<file path="config.mk">
export PLATFORM = sky130hd
export DESIGN_NAME = md_issue_ctrl_flat
export DESIGN_NICKNAME = d
export VERILOG_FILES = /design/src/rtl/md_issue_if.sv /design/src/rtl/md_issue_ctrl.sv /design/src/flat_wrapper.sv
export SDC_FILE = /design/constraint.sdc
export NUM_CORES = 1
export LEC_CHECK = 0
export ABC_AREA = 0
export CAP_MARGIN = 20
export CELL_PAD_IN_SITES_DETAIL_PLACEMENT = 1
export CELL_PAD_IN_SITES_GLOBAL_PLACEMENT = 1
export CORE_MARGIN = 1.5
export CORE_UTILIZATION = 27
export CTS_CLUSTER_DIAMETER = 30
export DETAILED_ROUTE_END_ITERATION = 6
export HOLD_SLACK_MARGIN = 0.1
export PLACE_DENSITY_LB_ADDON = 0.15
export SYNTH_ARGS = -nofsm -noshare
export SYNTH_HDL_FRONTEND = slang
export SYNTH_SLANG_ARGS = --single-unit
export TNS_END_PERCENT = 1
</file>
<file path="constraint.sdc">
create_clock -name clk -period 2.42 [get_ports clk]
set_clock_uncertainty 0.15 [all_clocks]
set_input_delay 0.242 -clock clk [delete_from_list [all_inputs] [get_ports clk]]
set_output_delay 0.242 -clock clk [all_outputs]
set_load 0.02 [all_outputs]
</file>
<file path="src/rtl/md_issue_if.sv">
// Signal bundle between the pipeline/mul-div unit side and md_issue_ctrl.
// master: the pipeline stages and the mul/div unit; slave: the issue controller.
interface md_issue_if;
  logic        d_valid;
  logic [3:0]  d_md_op;
  logic        e_valid;
  logic        e_flush;
  logic [3:0]  e_md_op;
  logic [31:0] e_srca;
  logic [31:0] e_srcb;
  logic        md_busy;
  logic [31:0] md_hi;
  logic [31:0] md_lo;
  logic [31:0] md_srca;
  logic [31:0] md_srcb;
  logic [2:0]  md_ctrl;
  logic        md_used;
  logic        stall_d;
  logic [31:0] mf_data;
  logic        mf_valid;
  logic        md_err;

  modport master (
    output d_valid, d_md_op, e_valid, e_flush, e_md_op, e_srca, e_srcb,
           md_busy, md_hi, md_lo,
    input  md_srca, md_srcb, md_ctrl, md_used, stall_d, mf_data, mf_valid, md_err
  );

  modport slave (
    input  d_valid, d_md_op, e_valid, e_flush, e_md_op, e_srca, e_srcb,
           md_busy, md_hi, md_lo,
    output md_srca, md_srcb, md_ctrl, md_used, stall_d, mf_data, mf_valid, md_err
  );
endinterface

</file>
<file path="src/rtl/md_issue_ctrl.sv">
// Mul/div issue controller: launches E-stage mul/div/move-to ops into the
// unit, holds the D stage while the unit is occupied, captures MFHI/MFLO
// results and flags a unit that stays busy too long (sticky md_err).
module md_issue_ctrl (
  input  logic       clk,
  input  logic       reset,
  md_issue_if.slave  bus
);

  typedef enum logic [1:0] {
    IDLE,
    ISSUE,
    WAIT
  } state_t;

  state_t     state;
  logic [3:0] wait_cnt;
  logic       e_live;
  logic       e_start;
  logic       e_mf;
  logic       d_md;

  // Decode which E-stage request is accepted this cycle (only from IDLE, never when flushed)
  always_comb begin
    e_live  = bus.e_valid && !bus.e_flush && (state == IDLE);
    e_start = e_live && (bus.e_md_op >= 4'd1) && (bus.e_md_op <= 4'd6);
    e_mf    = e_live && ((bus.e_md_op == 4'd7) || (bus.e_md_op == 4'd8));
    d_md    = bus.d_valid && (bus.d_md_op >= 4'd1) && (bus.d_md_op <= 4'd8);
  end

  assign bus.stall_d = d_md && ((state != IDLE) || e_start);

  // Issue FSM, operand/control registers, watchdog counter and MF capture
  always_ff @(posedge clk) begin
    if (reset) begin
      state       <= IDLE;
      wait_cnt    <= 4'd0;
      bus.md_used <= 1'b0;
      bus.md_ctrl <= 3'd0;
      bus.md_srca <= 32'd0;
      bus.md_srcb <= 32'd0;
      bus.mf_data <= 32'd0;
      bus.mf_valid <= 1'b0;
      bus.md_err  <= 1'b0;
    end else begin
      bus.md_used  <= 1'b0;
      bus.mf_valid <= 1'b0;
      case (state)
        IDLE: begin
          if (e_start) begin
            bus.md_srca <= bus.e_srca;
            bus.md_srcb <= bus.e_srcb;
            bus.md_ctrl <= bus.e_md_op[2:0];
            bus.md_used <= 1'b1;
            state       <= ISSUE;
          end
        end
        ISSUE: begin
          if (bus.md_ctrl <= 3'd4) begin
            wait_cnt <= 4'd0;
            state    <= WAIT;
          end else begin
            state <= IDLE;
          end
        end
        WAIT: begin
          if (wait_cnt != 4'd15) begin
            wait_cnt <= wait_cnt + 4'd1;
          end
          // the counter reaches 12 on this edge: the unit is considered hung
          if (wait_cnt == 4'd11) begin
            bus.md_err <= 1'b1;
          end
          // busy cannot be seen yet in the first WAIT cycle, so ignore it there
          if ((wait_cnt != 4'd0) && !bus.md_busy) begin
            state <= IDLE;
          end
        end
        default: state <= IDLE;
      endcase
      if (e_mf) begin
        bus.mf_valid <= 1'b1;
        bus.mf_data  <= (bus.e_md_op == 4'd7) ? bus.md_hi : bus.md_lo;
      end
    end
  end

endmodule

</file>
<file path="src/flat_wrapper.sv">
// flat-port wrapper written by rule: the top's interface ports become plain ports
module md_issue_ctrl_flat 
  (clk, reset, bus_d_valid, bus_d_md_op, bus_e_valid, bus_e_flush, bus_e_md_op, bus_e_srca, bus_e_srcb, bus_md_busy, bus_md_hi, bus_md_lo, bus_md_srca, bus_md_srcb, bus_md_ctrl, bus_md_used, bus_stall_d, bus_mf_data, bus_mf_valid, bus_md_err);
  md_issue_if bus_i ();
  input  logic clk;
  input  logic reset;
  input wire logic [$bits(bus_i.d_valid)-1:0] bus_d_valid;
  input wire logic [$bits(bus_i.d_md_op)-1:0] bus_d_md_op;
  input wire logic [$bits(bus_i.e_valid)-1:0] bus_e_valid;
  input wire logic [$bits(bus_i.e_flush)-1:0] bus_e_flush;
  input wire logic [$bits(bus_i.e_md_op)-1:0] bus_e_md_op;
  input wire logic [$bits(bus_i.e_srca)-1:0] bus_e_srca;
  input wire logic [$bits(bus_i.e_srcb)-1:0] bus_e_srcb;
  input wire logic [$bits(bus_i.md_busy)-1:0] bus_md_busy;
  input wire logic [$bits(bus_i.md_hi)-1:0] bus_md_hi;
  input wire logic [$bits(bus_i.md_lo)-1:0] bus_md_lo;
  output wire logic [$bits(bus_i.md_srca)-1:0] bus_md_srca;
  output wire logic [$bits(bus_i.md_srcb)-1:0] bus_md_srcb;
  output wire logic [$bits(bus_i.md_ctrl)-1:0] bus_md_ctrl;
  output wire logic [$bits(bus_i.md_used)-1:0] bus_md_used;
  output wire logic [$bits(bus_i.stall_d)-1:0] bus_stall_d;
  output wire logic [$bits(bus_i.mf_data)-1:0] bus_mf_data;
  output wire logic [$bits(bus_i.mf_valid)-1:0] bus_mf_valid;
  output wire logic [$bits(bus_i.md_err)-1:0] bus_md_err;
  assign bus_i.d_valid = bus_d_valid;
  assign bus_i.d_md_op = bus_d_md_op;
  assign bus_i.e_valid = bus_e_valid;
  assign bus_i.e_flush = bus_e_flush;
  assign bus_i.e_md_op = bus_e_md_op;
  assign bus_i.e_srca = bus_e_srca;
  assign bus_i.e_srcb = bus_e_srcb;
  assign bus_i.md_busy = bus_md_busy;
  assign bus_i.md_hi = bus_md_hi;
  assign bus_i.md_lo = bus_md_lo;
  assign bus_md_srca = bus_i.md_srca;
  assign bus_md_srcb = bus_i.md_srcb;
  assign bus_md_ctrl = bus_i.md_ctrl;
  assign bus_md_used = bus_i.md_used;
  assign bus_stall_d = bus_i.stall_d;
  assign bus_mf_data = bus_i.mf_data;
  assign bus_mf_valid = bus_i.mf_valid;
  assign bus_md_err = bus_i.md_err;
  md_issue_ctrl u_core (.clk(clk), .reset(reset), .bus(bus_i));
endmodule
</file>
==> results.md <==
* WP buf/inv at 2
* Reg area at roughly 2200 um^2
* Required @ worst endpoint at about 2 ns
* Die height at approximately 130 um
* Clk Tree Root Cell: clkbuf_16
* DIE WIDTH at between 100 and 150 um
* Drt pass-1 iters at 4
* Min Tclk post-route at between 2 and 2.5 ns
* Clock Tree Buf Depth at 2
* Area of the die at between 15,000 and 20,000 um^2
* Crit-path cells: inv_1, ha_2, nand3b_1, or4_4, a21oi_2, buf_4
* Vias in the first global route at around 4,500
* Post-DRT Antenna Nets at 0
* CTS Sinks at 108
* Slowest stage delay, CP at around 0.45 ns
* Slew @ Worst Pin at approximately 0.65 ns
* Share of cells above drive strength 1 at 0.07880
* # IOs at around 250
* Final #Nets at between 800 and 900
* Site row count at 46
* Wire per inst at between 15 and 20 um
* FILL cells at ~1,800
* Area contributors post-synth: dfxtp_1, nand2_1, a21oi_1
* First-pass GRT wire length at 22,010 um
* Critical setup path kind: reg -> out
* Worst skew pair latency at ~0.34 ns
* Status: complete, no violations
* Most frequent cell after synthesis: nand2_1
* Post-synth EDFFs at 0
* GP Congestion at 0.7874
* Top FF cell, synth: dfxtp_1
* Synth Instances at between 400 and 500
* Reg clk slew, reported paths at around 0.070 ns
* Final HPWL DP at 10,750 um
* Achievable Freq at about 0.45 GHz
* CORE AREA at 15,770 um^2
* Cell Pwr Density at between 500 and 600 nW/um^2
* Placed insts at between 900 and 1,000
* # Max-Cap Violations at 0
* Share of the synthesized area in the top cell type at 0.5003
* Synth cell count leaders: nand2_1, dfxtp_1, a21oi_1, nor2_1, mux2i_1
* # setup viols final at 0
* Leak at about 2.7 nW
* Post-route clock period utilization at 0.9105
* Gr usage total at 0.1691
* Initial DRC Count at between 100 and 150
* ANT cells at 0
* Final WL at ~15,000 um
* FF+latch count, synth at between 100 and 150
* Cts bufs inserted at 9
* Vias per std cell at ~4.6
* Largest net degree at the start of global routing at 70
* Critical path capture point type: output pin
* Synth warn at 0
* Mapped cell area at ~4300 um^2
* Async SR Flop Fraction at 0
* GRT overflow at 0
* PortBufs at approximately 240
* CTS tree: done
* P&R area growth vs syn at 70.67%
* DRC errors left at 0
* Dominant cell type by area after synthesis: dfxtp_1
* Setup Fix Bufs, Post-CTS at 0
* Worst slew margin at 0.5647
* Fin Setup TNS at 0 ns
* WHS at 0.2560 ns
* Post-Layout Cell Count at 952
* Sequential area share after synthesis at 0.5003
* Crit Path Max Fanout at 2
* Multi-input combinational cell area at just under 2000 um^2
* Hold Crit Class: in -> reg
* Critical-path cell with the highest stage delay: or4_4
* Final-report hold violation count at 0
* Initial Util at 0.2740
* Depth of the CTS H-tree at 3
* Arrival @ worst endpoint at 1.81 ns
* Syn Area/Cell at between 8 and 9 um^2
* Initial antenna violation count at 0
* Final slew viol count at 0
* Netlist cell types at 34
* Routed via count at around 4,400
* Net Count, Synth at around 650
* Crit path max-delay family: simple AND/OR/NAND/NOR gates
* Crit path launch type: flop
* RSZ-0062 raised after global routing: false
* Peak supply drop at 338.1 uV
-- per-layer routing --
metal	vias up	GRT usage	routed length, um
met2	158	0.2897	6887
met4	0	0.08105	390
met3	24	0.06606	1414
met1	2039	0.1834	5893
met5	-	0	0
li1	2144	-	-
-- final timing paths --
| check | start | endpoint | slack, ns | cells past startpoint |
|---|---|---|---|---|
| worst max-delay path | u_core.state[0]$_SDFFE_PP0P_ | bus_stall_d | 0.22 | 6 |
| worst min-delay path | reset | u_core.bus.md_err$_SDFFE_PP0P_ | 0.26 | 2 |
| worst max register to register | u_core.state[0]$_SDFFE_PP0P_ | u_core.state[1]$_SDFFE_PP0P_ | 0.34 | 7 |
| worst min register to register | u_core.bus.md_srca[6]$_SDFFE_PP0P_ | u_core.bus.md_srca[6]$_SDFFE_PP0P_ | 0.31 | 2 |
-- layout make-up --
class	count	area share
clock inverters	4	0.01001
multi-input cells	346	0.2682
well taps	216	0.03664
repair buffers	263	0.3571
flip-flops and latches	108	0.2931
clock buffers	10	0.03240
inverters	5	0.002545
-- registers in the layout, summed over array words and instances (netlist names) --
name                 cells
u_core.bus.md_srca      32
u_core.bus.mf_valid      1
u_core.bus.md_srcb      32
u_core.bus.mf_data      32
u_core.bus.md_err        1
u_core.state             2
u_core.bus.md_used       1
u_core.wait_cnt          4
u_core.bus.md_ctrl       3
-- per-stage QoR --
stage,setup WS [ns],total power [mW],area [um^2],utilization
after floorplan,0.2063,2.115,4322,-
after detailed placement,-0.3019,2.512,7053,0.4472
after global placement,-0.2686,2.498,7053,0.4472
final,0.2167,4.037,7376,0.4677
after CTS,0.02100,4.111,7363,0.4669
after global routing,0.1321,4.220,7376,0.4677
-- where the power goes --
group | leakage, nW | switching [mW] | internal, mW
sequential | 0.875 | 0.0246 | 1.82
combinational | 1.64 | 0.261 | 0.357
clock | 0.155 | 0.644 | 0.926
-- layout by cell type, fill, tap and decap left out, types with 2 or more instances in the layout --
cell type / n
clkbuf_16: 9
bufinv_16: 2
a21oi_2: 2
a21oi_1: 71
nand2_1: 139
a211oi_1: 17
nor2_1: 34
o21ai_0: 3
nand4_1: 3
dfxtp_1: 108
inv_1: 5
nand2b_1: 2
a41oi_1: 2
ha_1: 4
nor3_1: 2
clkdlybuf4s50_1: 242
buf_12: 4
buf_4: 16
mux2i_1: 33
nand3b_1: 2
a211oi_2: 17
-- repair_timing --
action,in CTS,in global routing
resized for setup,5,4
hold buffers,0,0
setup endpoints to repair,1,2
endpoints found under the hold margin,0,0
-- cell families after synthesis --
family	synth area share
buffers and inverters	0.04893
adders and majority gates	0.01448
DFF	0.5003
xor gates and xnor gates	0.002027
muxes	0.07643
and+or+nand+nor	0.1795
AOI/OAI and AO/OA	0.1783
Power figures use the tool's default switching activity.
